<file path="config.mk">
export PLATFORM = sky130hd
export DESIGN_NAME = bin2bcd_disp
export DESIGN_NICKNAME = d
export VERILOG_FILES = /design/src/rtl/bin2bcd_pkg.sv /design/src/rtl/bin2bcd_disp_add3.sv /design/src/rtl/bin2bcd_disp.sv
export SDC_FILE = /design/constraint.sdc
export NUM_CORES = 1
export LEC_CHECK = 0
export ABC_AREA = 1
export CORE_UTILIZATION = 45
export CTS_BUF_LIST = sky130_fd_sc_hd__clkbuf_16
export DETAILED_ROUTE_END_ITERATION = 10
export PLACE_DENSITY_LB_ADDON = 0.12
export SLEW_MARGIN = 10
export SYNTH_ARGS = -nofsm -noshare
export SYNTH_HDL_FRONTEND = slang
export SYNTH_SLANG_ARGS = --single-unit
</file>
<file path="constraint.sdc">
create_clock -name clk_i -period 12.1 [get_ports clk_i]
set_input_delay 3.025 -clock clk_i [delete_from_list [all_inputs] [get_ports clk_i]]
set_output_delay 3.025 -clock clk_i [all_outputs]
set_load 0.05 [all_outputs]
</file>
<file path="src/rtl/bin2bcd_pkg.sv">
// -----------------------------------------------------------------------------
// bin2bcd_pkg
// Shared constants, FSM state type and the leading-zero blank helper for the
// bin2bcd_disp write-back display converter.
// -----------------------------------------------------------------------------
package bin2bcd_pkg;

  localparam int DATA_W     = 32;  // binary input width (design is fixed at 32)
  localparam int DIGITS     = 8;   // BCD digits driven to the displays
  localparam int ACC_DIGITS = 10;  // accumulator digits: 8 shown + 2 overflow
  localparam int CNT_W      = 6;   // shift counter width

  typedef enum logic [1:0] {
    IDLE,
    CONV,
    DONE
  } state_t;

  // Bit i (i >= 1) is set when digits i..DIGITS-1 are all zero. Bit 0 stays
  // clear so a value of zero still shows a single "0".
  function automatic logic [DIGITS-1:0] blank_mask(input logic [4*DIGITS-1:0] bcd);
    logic [DIGITS-1:0] mask;
    logic              all_zero;
    // NOTE: function locals are plain variables evaluated in order, so blocking
    // assignments are correct here; registered state always uses <=.
    mask     = '0;
    all_zero = 1'b1;
    for (int i = DIGITS - 1; i >= 1; i--) begin
      all_zero = all_zero & (bcd[4*i +: 4] == 4'd0);
      mask[i]  = all_zero;
    end
    return mask;
  endfunction

endpackage

</file>
<file path="src/rtl/bin2bcd_disp_add3.sv">
// -----------------------------------------------------------------------------
// bcd_add3
// Double-dabble correction cell: adds 3 to a BCD digit that is 5 or more, so
// the following left shift carries correctly into the next digit.
//   digit_i  in  4  accumulator digit before the shift
//   digit_o  out 4  corrected digit
// -----------------------------------------------------------------------------
module bcd_add3 (
  input  logic [3:0] digit_i,
  output logic [3:0] digit_o
);

  // Digits never exceed 9 between shifts, so the sum stays within 4 bits.
  assign digit_o = (digit_i >= 4'd5) ? digit_i + 4'd3 : digit_i;

endmodule

</file>
<file path="src/rtl/bin2bcd_disp.sv">
// -----------------------------------------------------------------------------
// bin2bcd_disp
// Sequential double-dabble converter from the 32-bit core write-back value to
// eight packed BCD digits for the 7-segment decoders. One shift per clock;
// the last result, its leading-zero blank mask and an overflow flag are held
// in registers between conversions.
//   clk_i    in  1   divided core clock
//   rst_i    in  1   asynchronous active-high reset
//   data_i   in  32  binary value from write-back
//   valid_i  in  1   data_i valid this cycle
//   ready_o  out 1   idle, next valid_i is accepted
//   bcd_o    out 32  packed BCD digits, digit 0 in [3:0]
//   blank_o  out 8   bit i set: digit i is a leading zero
//   ovf_o    out 1   last accepted value exceeded 99_999_999
//   done_o   out 1   one-cycle pulse when bcd_o/blank_o/ovf_o update
// -----------------------------------------------------------------------------
module bin2bcd_disp
  import bin2bcd_pkg::*;
#(
  parameter logic [3:0] OVF_FILL = 4'hF
) (
  input  logic                clk_i,
  input  logic                rst_i,
  input  logic [DATA_W-1:0]   data_i,
  input  logic                valid_i,
  output logic                ready_o,
  output logic [4*DIGITS-1:0] bcd_o,
  output logic [DIGITS-1:0]   blank_o,
  output logic                ovf_o,
  output logic                done_o
);

  localparam int ACC_W = 4 * ACC_DIGITS;

  state_t             state_q, state_d;
  logic [DATA_W-1:0]  bin_q;
  logic [ACC_W-1:0]   acc_q;
  logic [ACC_W-1:0]   acc_adj;
  logic [CNT_W-1:0]   cnt_q;
  logic               acc_ovf;

  // Correction is applied to all ten digits, overflow digits included.
  for (genvar g = 0; g < ACC_DIGITS; g++) begin : g_add3
    bcd_add3 u_add3 (
      .digit_i (acc_q[4*g +: 4]),
      .digit_o (acc_adj[4*g +: 4])
    );
  end

  // Anything in the two extra digits means the value does not fit in eight.
  assign acc_ovf = |acc_q[ACC_W-1 : 4*DIGITS];
  assign ready_o = (state_q == IDLE);

  always_comb begin
    // NOTE: default first so every path assigns state_d and no latch is inferred.
    state_d = state_q;
    case (state_q)
      IDLE: if (valid_i) state_d = CONV;
      CONV: if (cnt_q == CNT_W'(DATA_W - 1)) state_d = DONE;
      DONE: state_d = IDLE;
      default: state_d = IDLE;
    endcase
  end

  always_ff @(posedge clk_i or posedge rst_i) begin
    if (rst_i) begin
      state_q <= IDLE;
      bin_q   <= '0;
      acc_q   <= '0;
      cnt_q   <= '0;
      bcd_o   <= '0;
      blank_o <= 8'hFE;
      ovf_o   <= 1'b0;
      done_o  <= 1'b0;
    end else begin
      state_q <= state_d;
      done_o  <= (state_q == DONE);
      case (state_q)
        IDLE: begin
          if (valid_i) begin
            bin_q <= data_i;
            acc_q <= '0;
            cnt_q <= '0;
          end
        end
        CONV: begin
          // Shift the corrected accumulator and the binary register as one word.
          {acc_q, bin_q} <= {acc_adj[ACC_W-2:0], bin_q, 1'b0};
          cnt_q          <= cnt_q + 1'b1;
        end
        DONE: begin
          if (acc_ovf) begin
            ovf_o   <= 1'b1;
            bcd_o   <= {DIGITS{OVF_FILL}};
            blank_o <= '0;
          end else begin
            ovf_o   <= 1'b0;
            bcd_o   <= acc_q[4*DIGITS-1:0];
            blank_o <= blank_mask(acc_q[4*DIGITS-1:0]);
          end
        end
        default: ;
      endcase
    end
  end

endmodule

</file>
==> impl_metrics.tcl, run 1 <==
set metrics [dict create \
    grt_pass1_wl_mm 20.9 \
    worstSetupStartpointType "register" \
    antenna_found_initial 0 \
    layout_min_cycle_time_ns 4.91 \
    power_switching_mw 0.171 \
    maxSlewViolCount 0 \
    total_power_mw 0.835 \
    critPathMaxStageDelay_ns 0.84 \
    synth_edf_count 0 \
    gp_congestion 0.794 \
    crit_start "state_q[0]$_DFFE_PP0P_" \
    initial_core_util_pct 46.4 \
    period_share_pct 40.6 \
    grt_pass1_vias 4552 \
    cts_tree "yes" \
    cts_buffers 17 \
    regArea_um2 3040 \
    critPathSlowestCell "clkdlybuf4s50_1" \
    final_nets 789 \
    max_freq_mhz 204 \
    clkLatencyLatePin_ns 0.41 \
    synthArstFlopShare_pct 100 \
    routed_wl_mm 12.4 \
    outcome "complete, no violations" \
    cp-end-kind "primary output" \
    grt_max_degree 72 \
    wl_per_cell_um 13.6 \
    dr.pass1.iters 4 \
    r2r_end "bcd_o[4]$_DFFE_PP0P_" \
    drt-initial-drc-count 281 \
    place_area_um2 6700 \
    maxCapViolations 0 \
    synth_nets 725 \
    power_density_nw_per_um2 116 \
    synthFlopType "dfrtp_1" \
    via_per_inst 5.24 \
    ys_seq_area_share_pct 51.5 \
    yosys.area.top_type_share_pct 48.3 \
    setup_tns_ns 0 \
    worst_slack_ns 7.19 \
    crit_chain "nor2_1 > clkdlybuf4s50_1" \
    die_w_um 117 \
    rr_worst_depth 5 \
    row_count 41 \
    dp_hpwl_mm 7.72 \
    vias 4761 \
    crit_path_end "ready_o" \
    core_um2 12700 \
    ant_nets 0 \
    cts-hold-fix-buffers 0 \
    dp_cells 878 \
    worst-path-max-fanout 4 \
    hold_viol 0 \
    dp_slack_ns 7.18 \
    p_comb_share_pct 2.4 \
    h-tree-depth 4 \
    avgSynthCellArea_um2 8.93 \
    cts_resized 0 \
    synth_warnings 0 \
    drc 0 \
    drive_gt1_share_pct 5.70 \
    leakage_nw 3.27 \
    fp.dieH_um 117 \
    final_area_um2 7180 \
    crit_type "reg -> out" \
    seqPwrFrac_pct 48.6 \
    root_buffer "clkbuf_16" \
    cp.required_ns 9.07 \
    clock_sinks 121 \
    ir_drop_mv 0.0754 \
    yosys_register_bits 121 \
    worstMarginPinSlew_ns 1.08 \
    yosysTopAreaCell "dfrtp_1" \
    cts_setup_buffers 0 \
    crit_family "buffers and inverters" \
    critical_path_arrival_ns 1.89 \
    grt_overflow_total 0 \
    hold_class "reg -> reg" \
    syn_inst 661 \
    clockBufferDepth 2 \
    critPathBufInv 1 \
    fillCellCount 1204 \
    relSlewSlack_pct 28.0 \
    fin_cells 909 \
    synth_area_leaders "dfrtp_1 48%, o21ai_0 11%, ha_1 6.1%" \
    antenna_cells 0 \
    io_pins 78 \
    swShare_pct 20.5 \
    p_clk_share_pct 49.1 \
    multiInputGateArea_um2 2460 \
    reg2reg_setup_slack_ns 9.10 \
    design.die.area_um2 13600 \
    crit-reg2reg-launch "state_q[0]$_DFFE_PP0P_" \
    portBuffers 76 \
    cp.depth 2 \
    setup_violations 0 \
    syn_to_final_growth_pct 21.7 \
    yosysUniqueCellTypes 35 \
    fin_worst_skew_ns 0.00663 \
    clk_pin_slew_worst_paths_ns 0.05 \
    rsz0062_at_grt "false" \
    synth_area_um2 5900 \
    p_int_mw 0.664 \
    grt_usage_pct 19.9 \
]
## stage by stage
step	hold WS [ns]	util [%]
global route	0.494	56.4
finish	0.463	56.4
detailed placement	0.457	52.7
global placement	0.456	52.7
floorplan	0.431	-
CTS	0.466	56.4
## Yosys cell counts, types with 2 or more instances
master,n
a21oi_1,30
a22o_1,2
a31oi_1,2
a32o_1,2
buf_2,20
buf_4,2
buf_6,5
clkbuf_1,6
dfrtp_1,114
dfstp_2,7
ha_1,29
inv_1,52
inv_2,5
nand2_1,88
nand2_4,2
nand3_1,5
nor2_1,85
nor2_2,2
nor3b_1,4
o211ai_1,19
o21ai_0,130
o21ai_1,13
o22ai_1,8
o32ai_1,6
xor2_1,13
## worst register-to-register path, delay by kind of cell (launching register included)
family	cells	cell delay (ns)
AO/OA/AOI/OAI	1	0.34
buffers and inverters	2	0.91
flip-flops	1	0.44
AND/OR/NAND/NOR	2	1.21
## worst min-delay path by stage
stage | start | endpoint | slack, ns | depth (start not counted)
after global placement | cnt_q[5]$_DFFE_PP0P_ | state_q[1]$_DFFE_PP0P_ | 0.46 | 1
after detailed placement | blank_o[4]$_DFFE_PP1P_ | blank_o[4]$_DFFE_PP1P_ | 0.46 | 2
after CTS | blank_o[4]$_DFFE_PP1P_ | blank_o[4]$_DFFE_PP1P_ | 0.47 | 2
after global routing | blank_o[4]$_DFFE_PP1P_ | blank_o[4]$_DFFE_PP1P_ | 0.49 | 2
final | blank_o[4]$_DFFE_PP1P_ | blank_o[4]$_DFFE_PP1P_ | 0.46 | 2
after floorplan | cnt_q[5]$_DFFE_PP0P_ | state_q[1]$_DFFE_PP0P_ | 0.43 | 1
## per-layer routing
layer	global-route usage, %	share of wire, %	vias up
met5	0	0	-
met3	4.67	4.1	15
li1	-	-	2348
met1	24.9	47	2287
met2	33.5	48	111
met4	7.44	1.3	0
## power groups by stage
stage | combinational [mW] | sequential [mW] | clock [mW]
floorplan | 0.00697 | 0.412 | 0
CTS | 0.0207 | 0.405 | 0.421
global placement | 0.0205 | 0.412 | 0
detailed placement | 0.0206 | 0.412 | 0
global route | 0.0225 | 0.405 | 0.441
finish | 0.0199 | 0.406 | 0.410
## registers in the layout (all words and copies together) (netlist names)
signal and cells:
acc_q 40, bcd_o 32, bin_q 32, blank_o 7
cnt_q 6, done_o 1, ovf_o 1, state_q 2
## layout make-up
cell class / instances / share of cell area [%]
inverters: 57 / 3.01
well taps: 172 / 3.00
repair buffers: 78 / 10.8
multi-input cells: 450 / 34.2
clock inverters: 14 / 0.749
flip-flops and latches: 121 / 42.3
clock buffers: 17 / 5.92
## cell families after synthesis
group	Yosys count	share of synthesized area, %
AO/OA/AOI/OAI	215	20.1
XOR/XNOR	13	1.93
adder cells (fa/ha/maj)	29	6.15
buffers and inverters	90	6.91
flip-flops	121	51.5
other	1	0.0635
AND/OR/NAND/NOR	192	13.4
## cells in the final DEF (no fill, tap or decap), types with 4 or more instances in the layout
cell type,Yosys,routed
nor3b_1,4,4
dfstp_2,7,7
nand2_1,88,88
inv_1,52,55
nor2_1,85,85
a21oi_1,30,30
clkbuf_16,0,17
o211ai_1,19,19
xor2_1,13,13
inv_2,5,5
o21ai_1,13,13
clkdlybuf4s50_1,0,76
o21ai_0,130,130
clkinv_1,0,9
dfrtp_1,114,114
o32ai_1,6,6
nand3_1,5,5
o22ai_1,8,8
ha_1,29,29
Note: power is estimated with default switching activity, not from simulation.
==> inputs of run 2 (changes only) <==
==> constraint.sdc (replaced) <==
create_clock -name clk_i -period 4.65 [get_ports clk_i]
set_input_delay 1.1625 -clock clk_i [delete_from_list [all_inputs] [get_ports clk_i]]
set_output_delay 1.1625 -clock clk_i [all_outputs]
set_load 0.05 [all_outputs]
==> impl_metrics.tcl, run 2 (synthesis gave the netlist of run 1 again) <==
set metrics [dict create \
    final_area_um2 7240 \
    cts-hold-fix-buffers 0 \
    die_w_um 117 \
    hold_viol 0 \
    fp.dieH_um 117 \
    final_cell_mix "130 x o21ai_0, 114 x dfrtp_1, 88 x nand2_1, 85 x nor2_1, 76 x clkdlybuf4s50_1" \
    fin_worst_skew_ns 0.00924 \
    routed_wl_mm 12.5 \
    min_from "cnt_q[5]$_DFFE_PP0P_" \
    layout_min_cycle_time_ns 3.03 \
    critical_path_arrival_ns 1.87 \
    clock_sinks 121 \
    grt_overflow_total 0 \
    maxCapViolations 0 \
    cts_resized 0 \
    fillCellCount 1220 \
    timing.hold.ws_ns 0.465 \
    rr_worst_depth 5 \
    maxSlewViolCount 0 \
    largest-register "acc_q" \
    clkLatencyLatePin_ns 0.42 \
    clk_pin_slew_worst_paths_ns 0.05 \
    ir_drop_mv 0.193 \
    relSlewSlack_pct 29.6 \
    r2r_end "bcd_o[30]$_DFFE_PP0P_" \
    ant_nets 0 \
    wl_per_cell_um 13.8 \
    regArea_um2 3040 \
    grt_pass1_vias 4609 \
    hold_class "reg -> reg" \
    reg_top3 "acc_q (40), bcd_o (32), bin_q (32)" \
    portBuffers 76 \
    max_freq_mhz 330 \
    busiest_layer "met2" \
    row_count 41 \
    cp-end-kind "primary output" \
    power_density_nw_per_um2 314 \
    rsz0062_at_grt "false" \
    root_buffer "clkbuf_16" \
    crit_type "reg -> out" \
    design.die.area_um2 13600 \
    io_pins 78 \
    worstHoldEndpoint "state_q[1]$_DFFE_PP0P_" \
    grt_use_met2_pct 33.6 \
    outcome "complete, no violations" \
    h-tree-depth 4 \
    setup_tns_ns 0 \
    antenna_cells 0 \
    gr-usage-met1_pct 26.7 \
    cp.required_ns 3.49 \
    period_share_pct 65.2 \
    place_area_um2 6710 \
    cts_tree "yes" \
    drt-initial-drc-count 284 \
    met3_usage_pct 5.60 \
    worstSetupStartpointType "register" \
    grt_usage_pct 20.9 \
    grt_max_degree 69 \
    vias 4737 \
    final_common_cell "o21ai_0" \
    clockBufferDepth 2 \
    initial_core_util_pct 46.4 \
    gp_congestion 0.829 \
    worstMarginPinSlew_ns 1.05 \
    final_nets 789 \
    via_per_inst 5.21 \
    syn_to_final_growth_pct 22.6 \
    leakage_nw 3.30 \
    cts_setup_buffers 0 \
    largest_reg_flops 40 \
    dr.pass1.iters 4 \
    core_um2 12700 \
    worst-path-max-fanout 4 \
    cts_buffers 17 \
    hold_depth 1 \
    drive_gt1_share_pct 6.91 \
    grt_pass1_wl_mm 21.7 \
    reg2reg_setup_slack_ns 1.74 \
    crit-reg2reg-launch "state_q[0]$_DFFE_PP0P_" \
    setup_violations 0 \
    multiInputGateArea_um2 2460 \
    dp_hpwl_mm 7.97 \
    antenna_found_initial 0 \
    drc 0 \
]
-- run 2: cell types whose count changed in the layout (fill, tap and decap cells not counted) --
cell / previous run / this run
clkinv_1: 9 / 2
clkinv_2: 1 / 8
buf_12: 0 / 1
buf_4: 2 / 1
bufinv_16: 0 / 1
clkinvlp_4: 0 / 1
inv_1: 55 / 54
-- run 2: critical path, cell delays in order, from the launching register on --
cell and delay (ns):
dfrtp_1 0.44, nor2_1 0.18, clkdlybuf4s50_1 0.83
-- run 2: where the power goes --
part	switching, mW	internal [mW]
sequential	0	1.05
combinational	0.0264	0.0268
clock	0.453	0.713
total	0.479	1.79
-- run 2: through the flow --
step           worst slack [ns]  utilization (%)  power, mW  instances
6_report                   1.62             56.9       2.27        910
4_1_cts                    1.61             56.9       2.30        910
5_1_grt                    1.39             56.9       2.36        910
3_3_place_gp               1.72             52.8       1.13        878
2_1_floorplan             0.285                -       1.09        661
3_5_place_dp               1.67             52.8       1.13        878
-- run 2: worst max-delay path by stage --
stage | from | endpoint | slack (ns) | cells after the start
final | state_q[0]$_DFFE_PP0P_ | ready_o | 1.62 | 2
after detailed placement | valid_i | bin_q[28]$_DFFE_PP0P_ | 1.67 | 6
after CTS | state_q[1]$_DFFE_PP0P_ | ready_o | 1.61 | 2
after floorplan | rst_i | acc_q[0]$_DFFE_PP0P_ | 0.28 | 1
after global routing | state_q[0]$_DFFE_PP0P_ | bcd_o[0]$_DFFE_PP0P_ | 1.39 | 5
after global placement | valid_i | bin_q[27]$_DFFE_PP0P_ | 1.72 | 6
-- run 2: metal layers --
layer | wire length, um | part of all wire (%)
met1 | 5820 | 46
met2 | 5930 | 47
met3 | 562 | 4.5
met4 | 239 | 1.9
met5 | 0 | 0
-- run 2: layout make-up --
cell class	count	share of cell area (%)
Multi-Input combinational cell	450	34.0
Clock buffer	17	5.88
Inverter	57	2.99
Sequential cell	121	42.0
Clock inverter	15	1.33
Tap cell	172	2.97
Timing Repair Buffer	78	10.9
